<file path="src/rtl/instr_prefetch_queue_pkg.sv">
// Shared types and helpers for the instruction prefetch queue.
// The entry type reflects the default geometry; the top builds its own from its parameters.
package fetch_pkg;

    localparam int unsigned DEF_DATA_W = 32;
    localparam int unsigned DEF_ADDR_W = 11;
    localparam int unsigned DEF_DEPTH  = 4;
    localparam int unsigned PTR_W      = $clog2(DEF_DEPTH);

    typedef struct packed {
        logic [DEF_DATA_W-1:0] instr;
        logic [DEF_ADDR_W-1:0] pc;
    } fetch_entry_t;

    // True while another read can be issued without overrunning the FIFO.
    function automatic logic has_credit(input int unsigned occ,
                                        input int unsigned infl,
                                        input int unsigned depth);
        return (occ + infl) < depth;
    endfunction

    function automatic int unsigned ptr_width(input int unsigned depth);
        return (depth > 32'd1) ? $clog2(depth) : 32'd1;
    endfunction

endpackage

</file>
<file path="src/rtl/instr_prefetch_queue_if.sv">
// Redirect, memory read port and decode-side handshake of the prefetch queue.
// slave = the prefetch unit, master = its environment.
interface instr_prefetch_queue_if #(
    parameter int unsigned DATA_W = 32,
    parameter int unsigned ADDR_W = 11,
    parameter int unsigned DEPTH  = 4
);
    localparam int unsigned CW = $clog2(DEPTH + 1);

    logic              redirect;
    logic [ADDR_W-1:0] redirect_pc;
    logic              mem_rd_en;
    logic [ADDR_W-1:0] mem_addr;
    logic [DATA_W-1:0] mem_rdata;
    logic              instr_valid;
    logic              instr_ready;
    logic [DATA_W-1:0] instr_out;
    logic [ADDR_W-1:0] instr_pc;
    logic [CW-1:0]     count;
    logic              is_empty;
    logic              is_full;

    modport slave (
        input  redirect, redirect_pc, mem_rdata, instr_ready,
        output mem_rd_en, mem_addr, instr_valid, instr_out, instr_pc,
               count, is_empty, is_full
    );

    modport master (
        output redirect, redirect_pc, mem_rdata, instr_ready,
        input  mem_rd_en, mem_addr, instr_valid, instr_out, instr_pc,
               count, is_empty, is_full
    );

endinterface

</file>
<file path="src/rtl/instr_prefetch_queue_sync_fifo.sv">
// Synchronous FIFO with single-cycle flush; head is read combinationally.
// DEPTH must be a power of two so the pointers wrap naturally.
module sync_fifo
    import fetch_pkg::*;
#(
    parameter  int unsigned WIDTH = 43,
    parameter  int unsigned DEPTH = 4,
    localparam int unsigned PW    = ptr_width(DEPTH),
    localparam int unsigned CW    = $clog2(DEPTH + 1)
) (
    input  logic             clk,
    input  logic             rst_n,
    input  logic             flush,
    input  logic             push,
    input  logic             pop,
    input  logic [WIDTH-1:0] wdata,
    output logic [WIDTH-1:0] rdata,
    output logic [CW-1:0]    count,
    output logic             empty,
    output logic             full
);

    logic [WIDTH-1:0] mem_r [DEPTH];
    logic [PW-1:0]    wr_ptr_r;
    logic [PW-1:0]    rd_ptr_r;
    logic [CW-1:0]    count_r;
    logic             push_ok_s;
    logic             pop_ok_s;

    // Qualified push/pop and status flags.
    always_comb begin
        empty     = (count_r == CW'(0));
        full      = (count_r == CW'(DEPTH));
        push_ok_s = push & ~full & ~flush;
        pop_ok_s  = pop & ~empty & ~flush;
        rdata     = mem_r[rd_ptr_r];
        count     = count_r;
    end

    // Entry storage.
    always_ff @(posedge clk or negedge rst_n) begin
        if (!rst_n) begin
            for (int i = 0; i < int'(DEPTH); i++) begin
                mem_r[i] <= '0;
            end
        end else if (push_ok_s) begin
            mem_r[wr_ptr_r] <= wdata;
        end
    end

    // Pointers and occupancy.
    always_ff @(posedge clk or negedge rst_n) begin
        if (!rst_n) begin
            wr_ptr_r <= '0;
            rd_ptr_r <= '0;
            count_r  <= '0;
        end else if (flush) begin
            wr_ptr_r <= '0;
            rd_ptr_r <= '0;
            count_r  <= '0;
        end else begin
            if (push_ok_s) begin
                wr_ptr_r <= wr_ptr_r + PW'(1);
            end
            if (pop_ok_s) begin
                rd_ptr_r <= rd_ptr_r + PW'(1);
            end
            case ({push_ok_s, pop_ok_s})
                2'b10:   count_r <= count_r + CW'(1);
                2'b01:   count_r <= count_r - CW'(1);
                default: count_r <= count_r;
            endcase
        end
    end

endmodule

</file>
<file path="src/rtl/instr_prefetch_queue.sv">
// Credit-based sequential instruction prefetcher with PC-tagged FIFO,
// empty-queue bypass of the memory response and one-cycle redirect flush.
module instr_prefetch_queue
    import fetch_pkg::*;
#(
    parameter int unsigned       DATA_W   = 32,
    parameter int unsigned       ADDR_W   = 11,
    parameter int unsigned       DEPTH    = 4,
    parameter logic [ADDR_W-1:0] RESET_PC = '0,
    parameter bit                BYPASS   = 1'b1
) (
    input logic                    clk,
    input logic                    rst_n,
    instr_prefetch_queue_if.slave  bus
);

    localparam int unsigned CW = $clog2(DEPTH + 1);

    typedef struct packed {
        logic [DATA_W-1:0] instr;
        logic [ADDR_W-1:0] pc;
    } entry_t;

    logic [ADDR_W-1:0] fetch_pc_r;
    logic [ADDR_W-1:0] inflight_pc_r;
    logic              inflight_r;
    entry_t            push_entry_s;
    entry_t            head_entry_s;
    logic              fifo_push_s;
    logic              fifo_pop_s;
    logic              fifo_empty_s;
    logic              fifo_full_s;
    logic [CW-1:0]     fifo_count_s;
    logic              issue_s;
    logic              bypass_s;
    logic              valid_s;
    logic              pop_s;

    // Issue credit, bypass selection and FIFO push/pop decisions.
    always_comb begin
        issue_s      = rst_n & ~bus.redirect &
                       has_credit(32'(fifo_count_s), 32'(inflight_r), DEPTH);
        bypass_s     = BYPASS & fifo_empty_s & inflight_r;
        valid_s      = ~fifo_empty_s | bypass_s;
        pop_s        = valid_s & bus.instr_ready & ~bus.redirect;
        fifo_pop_s   = pop_s & ~fifo_empty_s;
        // A bypassed word that the consumer takes never enters the FIFO.
        fifo_push_s  = inflight_r & ~bus.redirect & ~(bypass_s & bus.instr_ready);
        push_entry_s = '{instr: bus.mem_rdata, pc: inflight_pc_r};
    end

    // Output selection: FIFO head first, then the raw response, else idle zeros.
    always_comb begin
        if (!fifo_empty_s) begin
            bus.instr_out = head_entry_s.instr;
            bus.instr_pc  = head_entry_s.pc;
        end else if (bypass_s) begin
            bus.instr_out = bus.mem_rdata;
            bus.instr_pc  = inflight_pc_r;
        end else begin
            bus.instr_out = '0;
            bus.instr_pc  = '0;
        end
        bus.instr_valid = valid_s;
        bus.mem_rd_en   = issue_s;
        bus.mem_addr    = fetch_pc_r;
        bus.count       = fifo_count_s;
        bus.is_empty    = fifo_empty_s;
        bus.is_full     = fifo_full_s;
    end

    // Fetch PC and in-flight read tracking.
    always_ff @(posedge clk or negedge rst_n) begin
        if (!rst_n) begin
            fetch_pc_r    <= RESET_PC;
            inflight_r    <= 1'b0;
            inflight_pc_r <= '0;
        end else if (bus.redirect) begin
            fetch_pc_r <= bus.redirect_pc;
            inflight_r <= 1'b0;
        end else begin
            inflight_r <= issue_s;
            if (issue_s) begin
                inflight_pc_r <= fetch_pc_r;
                fetch_pc_r    <= fetch_pc_r + ADDR_W'(1);
            end
        end
    end

    sync_fifo #(
        .WIDTH ($bits(entry_t)),
        .DEPTH (DEPTH)
    ) u_fifo (
        .clk   (clk),
        .rst_n (rst_n),
        .flush (bus.redirect),
        .push  (fifo_push_s),
        .pop   (fifo_pop_s),
        .wdata (push_entry_s),
        .rdata (head_entry_s),
        .count (fifo_count_s),
        .empty (fifo_empty_s),
        .full  (fifo_full_s)
    );

    fetch_credit_chk #(
        .DEPTH (DEPTH)
    ) u_chk (
        .clk      (clk),
        .rst_n    (rst_n),
        .count    (fifo_count_s),
        .inflight (inflight_r),
        .push     (fifo_push_s),
        .full     (fifo_full_s)
    );

endmodule

// Simulation checks on the issue-credit invariant.
module fetch_credit_chk #(
    parameter  int unsigned DEPTH = 4,
    localparam int unsigned CW    = $clog2(DEPTH + 1)
) (
    input logic          clk,
    input logic          rst_n,
    input logic [CW-1:0] count,
    input logic          inflight,
    input logic          push,
    input logic          full
);

    credit_a: assert property (@(posedge clk) disable iff (!rst_n)
        (32'(count) + 32'(inflight)) <= DEPTH)
        else $error("prefetch credit overflow: count %0d inflight %0d", count, inflight);

    push_full_a: assert property (@(posedge clk) disable iff (!rst_n)
        !(push && full))
        else $error("prefetch push into full queue");

endmodule

</file>
<file path="src/flat_wrapper.sv">
// flat-port wrapper written by rule: the top's interface ports become plain ports
module instr_prefetch_queue_flat import fetch_pkg::*;
#(
    parameter int unsigned       DATA_W   = 32,
    parameter int unsigned       ADDR_W   = 11,
    parameter int unsigned       DEPTH    = 4,
    parameter logic [ADDR_W-1:0] RESET_PC = '0,
    parameter bit                BYPASS   = 1'b1
)
  (clk, rst_n, bus_redirect, bus_redirect_pc, bus_mem_rdata, bus_instr_ready, bus_mem_rd_en, bus_mem_addr, bus_instr_valid, bus_instr_out, bus_instr_pc, bus_count, bus_is_empty, bus_is_full);
  instr_prefetch_queue_if #(.DATA_W(DATA_W), .ADDR_W(ADDR_W), .DEPTH(DEPTH)) bus_i ();
  input logic clk;
  input logic rst_n;
  input wire logic [$bits(bus_i.redirect)-1:0] bus_redirect;
  input wire logic [$bits(bus_i.redirect_pc)-1:0] bus_redirect_pc;
  input wire logic [$bits(bus_i.mem_rdata)-1:0] bus_mem_rdata;
  input wire logic [$bits(bus_i.instr_ready)-1:0] bus_instr_ready;
  output wire logic [$bits(bus_i.mem_rd_en)-1:0] bus_mem_rd_en;
  output wire logic [$bits(bus_i.mem_addr)-1:0] bus_mem_addr;
  output wire logic [$bits(bus_i.instr_valid)-1:0] bus_instr_valid;
  output wire logic [$bits(bus_i.instr_out)-1:0] bus_instr_out;
  output wire logic [$bits(bus_i.instr_pc)-1:0] bus_instr_pc;
  output wire logic [$bits(bus_i.count)-1:0] bus_count;
  output wire logic [$bits(bus_i.is_empty)-1:0] bus_is_empty;
  output wire logic [$bits(bus_i.is_full)-1:0] bus_is_full;
  assign bus_i.redirect = bus_redirect;
  assign bus_i.redirect_pc = bus_redirect_pc;
  assign bus_i.mem_rdata = bus_mem_rdata;
  assign bus_i.instr_ready = bus_instr_ready;
  assign bus_mem_rd_en = bus_i.mem_rd_en;
  assign bus_mem_addr = bus_i.mem_addr;
  assign bus_instr_valid = bus_i.instr_valid;
  assign bus_instr_out = bus_i.instr_out;
  assign bus_instr_pc = bus_i.instr_pc;
  assign bus_count = bus_i.count;
  assign bus_is_empty = bus_i.is_empty;
  assign bus_is_full = bus_i.is_full;
  instr_prefetch_queue #(.DATA_W(DATA_W), .ADDR_W(ADDR_W), .DEPTH(DEPTH), .RESET_PC(RESET_PC), .BYPASS(BYPASS)) u_core (.clk(clk), .rst_n(rst_n), .bus(bus_i));
endmodule
</file>
<file path="config.mk">
export PLATFORM = sky130hd
export DESIGN_NAME = instr_prefetch_queue_flat
export DESIGN_NICKNAME = d
export VERILOG_FILES = /design/src/rtl/instr_prefetch_queue_pkg.sv /design/src/rtl/instr_prefetch_queue_if.sv /design/src/rtl/instr_prefetch_queue_sync_fifo.sv /design/src/rtl/instr_prefetch_queue.sv /design/src/flat_wrapper.sv
export SDC_FILE = /design/constraint.sdc
export NUM_CORES = 1
export LEC_CHECK = 0
export ABC_CLOCK_PERIOD_IN_PS = 5000
export CORE_UTILIZATION = 30
export DETAILED_ROUTE_END_ITERATION = 10
export PLACE_DENSITY = 0.57
export SYNTH_ARGS = -nofsm -noshare
export SYNTH_HDL_FRONTEND = slang
export SYNTH_SLANG_ARGS = --single-unit
</file>
<file path="constraint.sdc">
create_clock -name clk -period 5 [get_ports clk]
set_clock_uncertainty 0.1 [all_clocks]
set_input_delay 1 -clock clk [delete_from_list [all_inputs] [get_ports clk]]
set_output_delay 1 -clock clk [all_outputs]
set_load 0.01 [all_outputs]
</file>
==> flow_metrics.env <==
export IMPL_cts_reportedPaths_clkPinSlew_ns=0.06
export IMPL_tightest_slew_ns=1.07
export IMPL_pre_cts_slack_ns=1.18
export IMPL_multiInputGateArea_um2=4890
export IMPL_max_cap_viol_count=0
export IMPL_synth_nets=780
export IMPL_io_pins=108
export IMPL_grt_pass1_vias=6492
export IMPL_critPathSlowestCell="inv_2"
export IMPL_synth_edf_count=0
export IMPL_slew_violations=0
export IMPL_final_common_cell="dfrtp_1"
export IMPL_fill_cells=3336
export IMPL_cp_arrival_ns=3.14
export IMPL_finalCritPeriodShare_pct=84.8
export IMPL_p_leak_nw=6.08
export IMPL_cts_sinks=202
export IMPL_synth_main_ff_cell="dfrtp_1"
export IMPL_antenna_found_initial=0
export IMPL_crit_chain="or3_2 -> inv_2 -> nand3_1 -> nand2_1 -> clkdlybuf4s50_1"
export IMPL_peakVddDrop_v=0.000265
export IMPL_wl_um=23500
export IMPL_core_area_um2=34500
export IMPL_cp_num_buf_inv=2
export IMPL_combPwrFrac_pct=27.1
export IMPL_syn_to_final_growth_pct=19.4
export IMPL_grt_total_usage_pct=13.5
export IMPL_grt_overflow_total=0
export IMPL_cts_buffer_depth=3
export IMPL_yosys_cell_types_count=46
export IMPL_hold_viol_final=0
export IMPL_syn_area_per_cell_um2=14.4
export IMPL_syn_cell_area_um2=10500
export IMPL_ys_seq_elements=202
export IMPL_grtUsageMet1_pct=19.4
export IMPL_cts_hold_buf=0
export IMPL_ys_warn_count=0
export IMPL_rsz0062_at_grt="no"
export IMPL_synth_area_leader_cell="dfrtp_1"
export IMPL_grt_pass1_wl_um=38100
export IMPL_startpoint_type="flip-flop"
export IMPL_finalNetCount=875
export IMPL_setup_viol=0
export IMPL_num_vias=6080
export IMPL_routedWlPerCell_um=18.2
export IMPL_floorplan_initialDensity_pct=30.3
export IMPL_switchingPower_w=0.00148
export IMPL_period_minus_slack_ns=4.24
export IMPL_grt_max_degree=70
export IMPL_root_buffer="clkbuf_16"
export IMPL_p_clk_share_pct=33.0
export IMPL_synthArstFlopShare_pct=100
export IMPL_rows=68
export IMPL_crit_required_ns=3.90
export IMPL_p_seq_share_pct=39.9
export IMPL_finalPower_w=0.00531
export IMPL_tns_ns=0
export IMPL_use_met2_pct=20.9
export IMPL_seqCellArea_um2=5060
export IMPL_drive_gt1_share_pct=32.9
export IMPL_grt_use_met3_pct=2.50
export IMPL_htreeDepth=1
export IMPL_fp_dieW_um=189
export IMPL_fmax_mhz=236
export IMPL_gr_max_usage_layer="met2"
export IMPL_cts_tree="built"
export IMPL_drtPass1Iterations=4
export IMPL_critPathMaxFanout=45
export IMPL_viasPerCell=4.71
export IMPL_gp_congestion=0.768
export IMPL_post_cts_buffers=0
export IMPL_netlist_instances=727
export IMPL_synth_area_leaders="dfrtp_1 48%, mux2_4 23%, mux4_2 9.3%"
export IMPL_antenna_cells=0
export IMPL_relSlewSlack_pct=28.6
export IMPL_drcViolationCount=0
export IMPL_worstSkewPairLatency_ns=0.51
export IMPL_cp_end_kind="output pin"
export IMPL_fin_ws_ns=0.758
export IMPL_cts_repair_resized=0
export IMPL_status="finished, final reports clean"
export IMPL_die_area_um2=35600
export IMPL_ant_nets=0
export IMPL_internal_power_w=0.00382
export IMPL_path_class="reg2out"
export IMPL_synth_seq_area_share_pct=48.3
export IMPL_cts_made_buffers=23
export IMPL_cpPeakStageDelay_ns=0.73
export IMPL_yosys_area_top_type_share_pct=48.3
export IMPL_die_h_um=189
export IMPL_final_cell_mix="199 x dfrtp_1, 161 x mux2_4, 126 x nand2_1"
export IMPL_dp_hpwl_um=13600
export IMPL_crit_family="buffers and inverters"
export IMPL_holdCritPathClass="in2async"
export IMPL_p_per_area_nw_per_um2=425
export IMPL_portBuffers=107
export IMPL_switching_share_pct=28.0
export IMPL_dr_first_iter_drc_count=297
-- power by group through the flow --
stage | registers [W] | clock network [W] | logic [W]
after floorplan | 0.00203 | 0 | 0.000991
after global placement | 0.00214 | 0 | 0.00145
after detailed placement | 0.00214 | 0 | 0.00146
after CTS | 0.00212 | 0.00180 | 0.00147
after global routing | 0.00216 | 0.00187 | 0.00156
final | 0.00212 | 0.00175 | 0.00144
-- cell families (layout without fill, tap and decap cells) --
logic type	after synthesis	count (layout)	share of synthesized area, %
AND/OR/NAND/NOR	212	212	9.50
buffers and inverters	57	167	4.89
XOR/XNOR	5	5	0.598
adder cells (fa/ha/maj)	6	6	0.790
multiplexers	218	218	33.9
flip-flops	202	202	48.3
AO/OA/AOI/OAI	27	27	2.01
-- metal layers --
| layer | vias to the layer above | part of all wire (%) |
|---|---|---|
| met5 | - | 0 |
| met4 | 0 | 1.9 |
| met3 | 32 | 4.0 |
| met2 | 120 | 45 |
| met1 | 3144 | 49 |
| li1 | 2784 | - |
-- path summary, 6_finish.rpt --
| kind | depth (start not counted) | end | slack, ns | from |
|---|---|---|---|---|
| max in group asynchronous | 3 | u_core.u_fifo.mem_r[66] | 2.74 | rst_n |
| max reg2reg | 7 | u_core.u_fifo.count[2] | 1.74 | u_core.inflight_r |
| min reg2reg | 1 | u_core.u_fifo.mem_r[42] | 0.40 | u_core.u_fifo.mem_r[42] |
| max | 5 | bus_instr_out[17] | 0.76 | u_core.u_fifo.count[0] |
| min | 1 | u_core.bus.mem_addr[7] | 0.24 | rst_n |
| min in group clk | 1 | u_core.u_fifo.mem_r[42] | 0.40 | u_core.u_fifo.mem_r[42] |
-- final cells by class --
class	instances	share of cell area, %
inverter	10	0.301
clock buffer	31	4.93
timing repair buffer	117	9.21
multi-input combinational	468	39.2
tap	455	4.56
clock inverter	9	1.25
sequential	202	40.6
-- state kept, by name (all words and copies together), names as in the netlist --
| signal | count |
|---|---|
| u_core.inflight_pc_r | 11 |
| u_core.u_fifo.rd_ptr_r | 2 |
| u_core.bus.mem_addr | 11 |
| u_core.u_fifo.mem_r | 172 |
| u_core.inflight_r | 1 |
| u_core.u_fifo.wr_ptr_r | 2 |
| u_core.u_fifo.count | 3 |
-- stage by stage --
step	util, %	instance area (um^2)	hold slack (ns)	std cells
5_1_grt	36.2	12500	0.232	1292
2_1_floorplan	-	10500	0.374	727
6_report	36.2	12500	0.239	1292
3_5_place_dp	34.0	11700	0.388	1252
3_3_place_gp	34.0	11700	0.383	1252
4_1_cts	36.2	12500	0.231	1292
-- synthesized netlist by cell type, drive strengths merged, types with 2 or more instances --
library cell and instances:
dfrtp 202, mux2 173, nand2 131, nand3 52
mux4 43, buf 36, clkbuf 11, inv 10
nor2 7, and3 5, ha 5, a21oi 4
o21ai 4, a22oi 3, nor3 3, o211ai 3
or3 3, xor2 3, a21o 2, a221o 2
a311o 2, a32oi 2, and2 2, mux2i 2
nand3b 2, nand4 2, nor2b 2, xnor2 2
(Power assumes the default switching activity.)
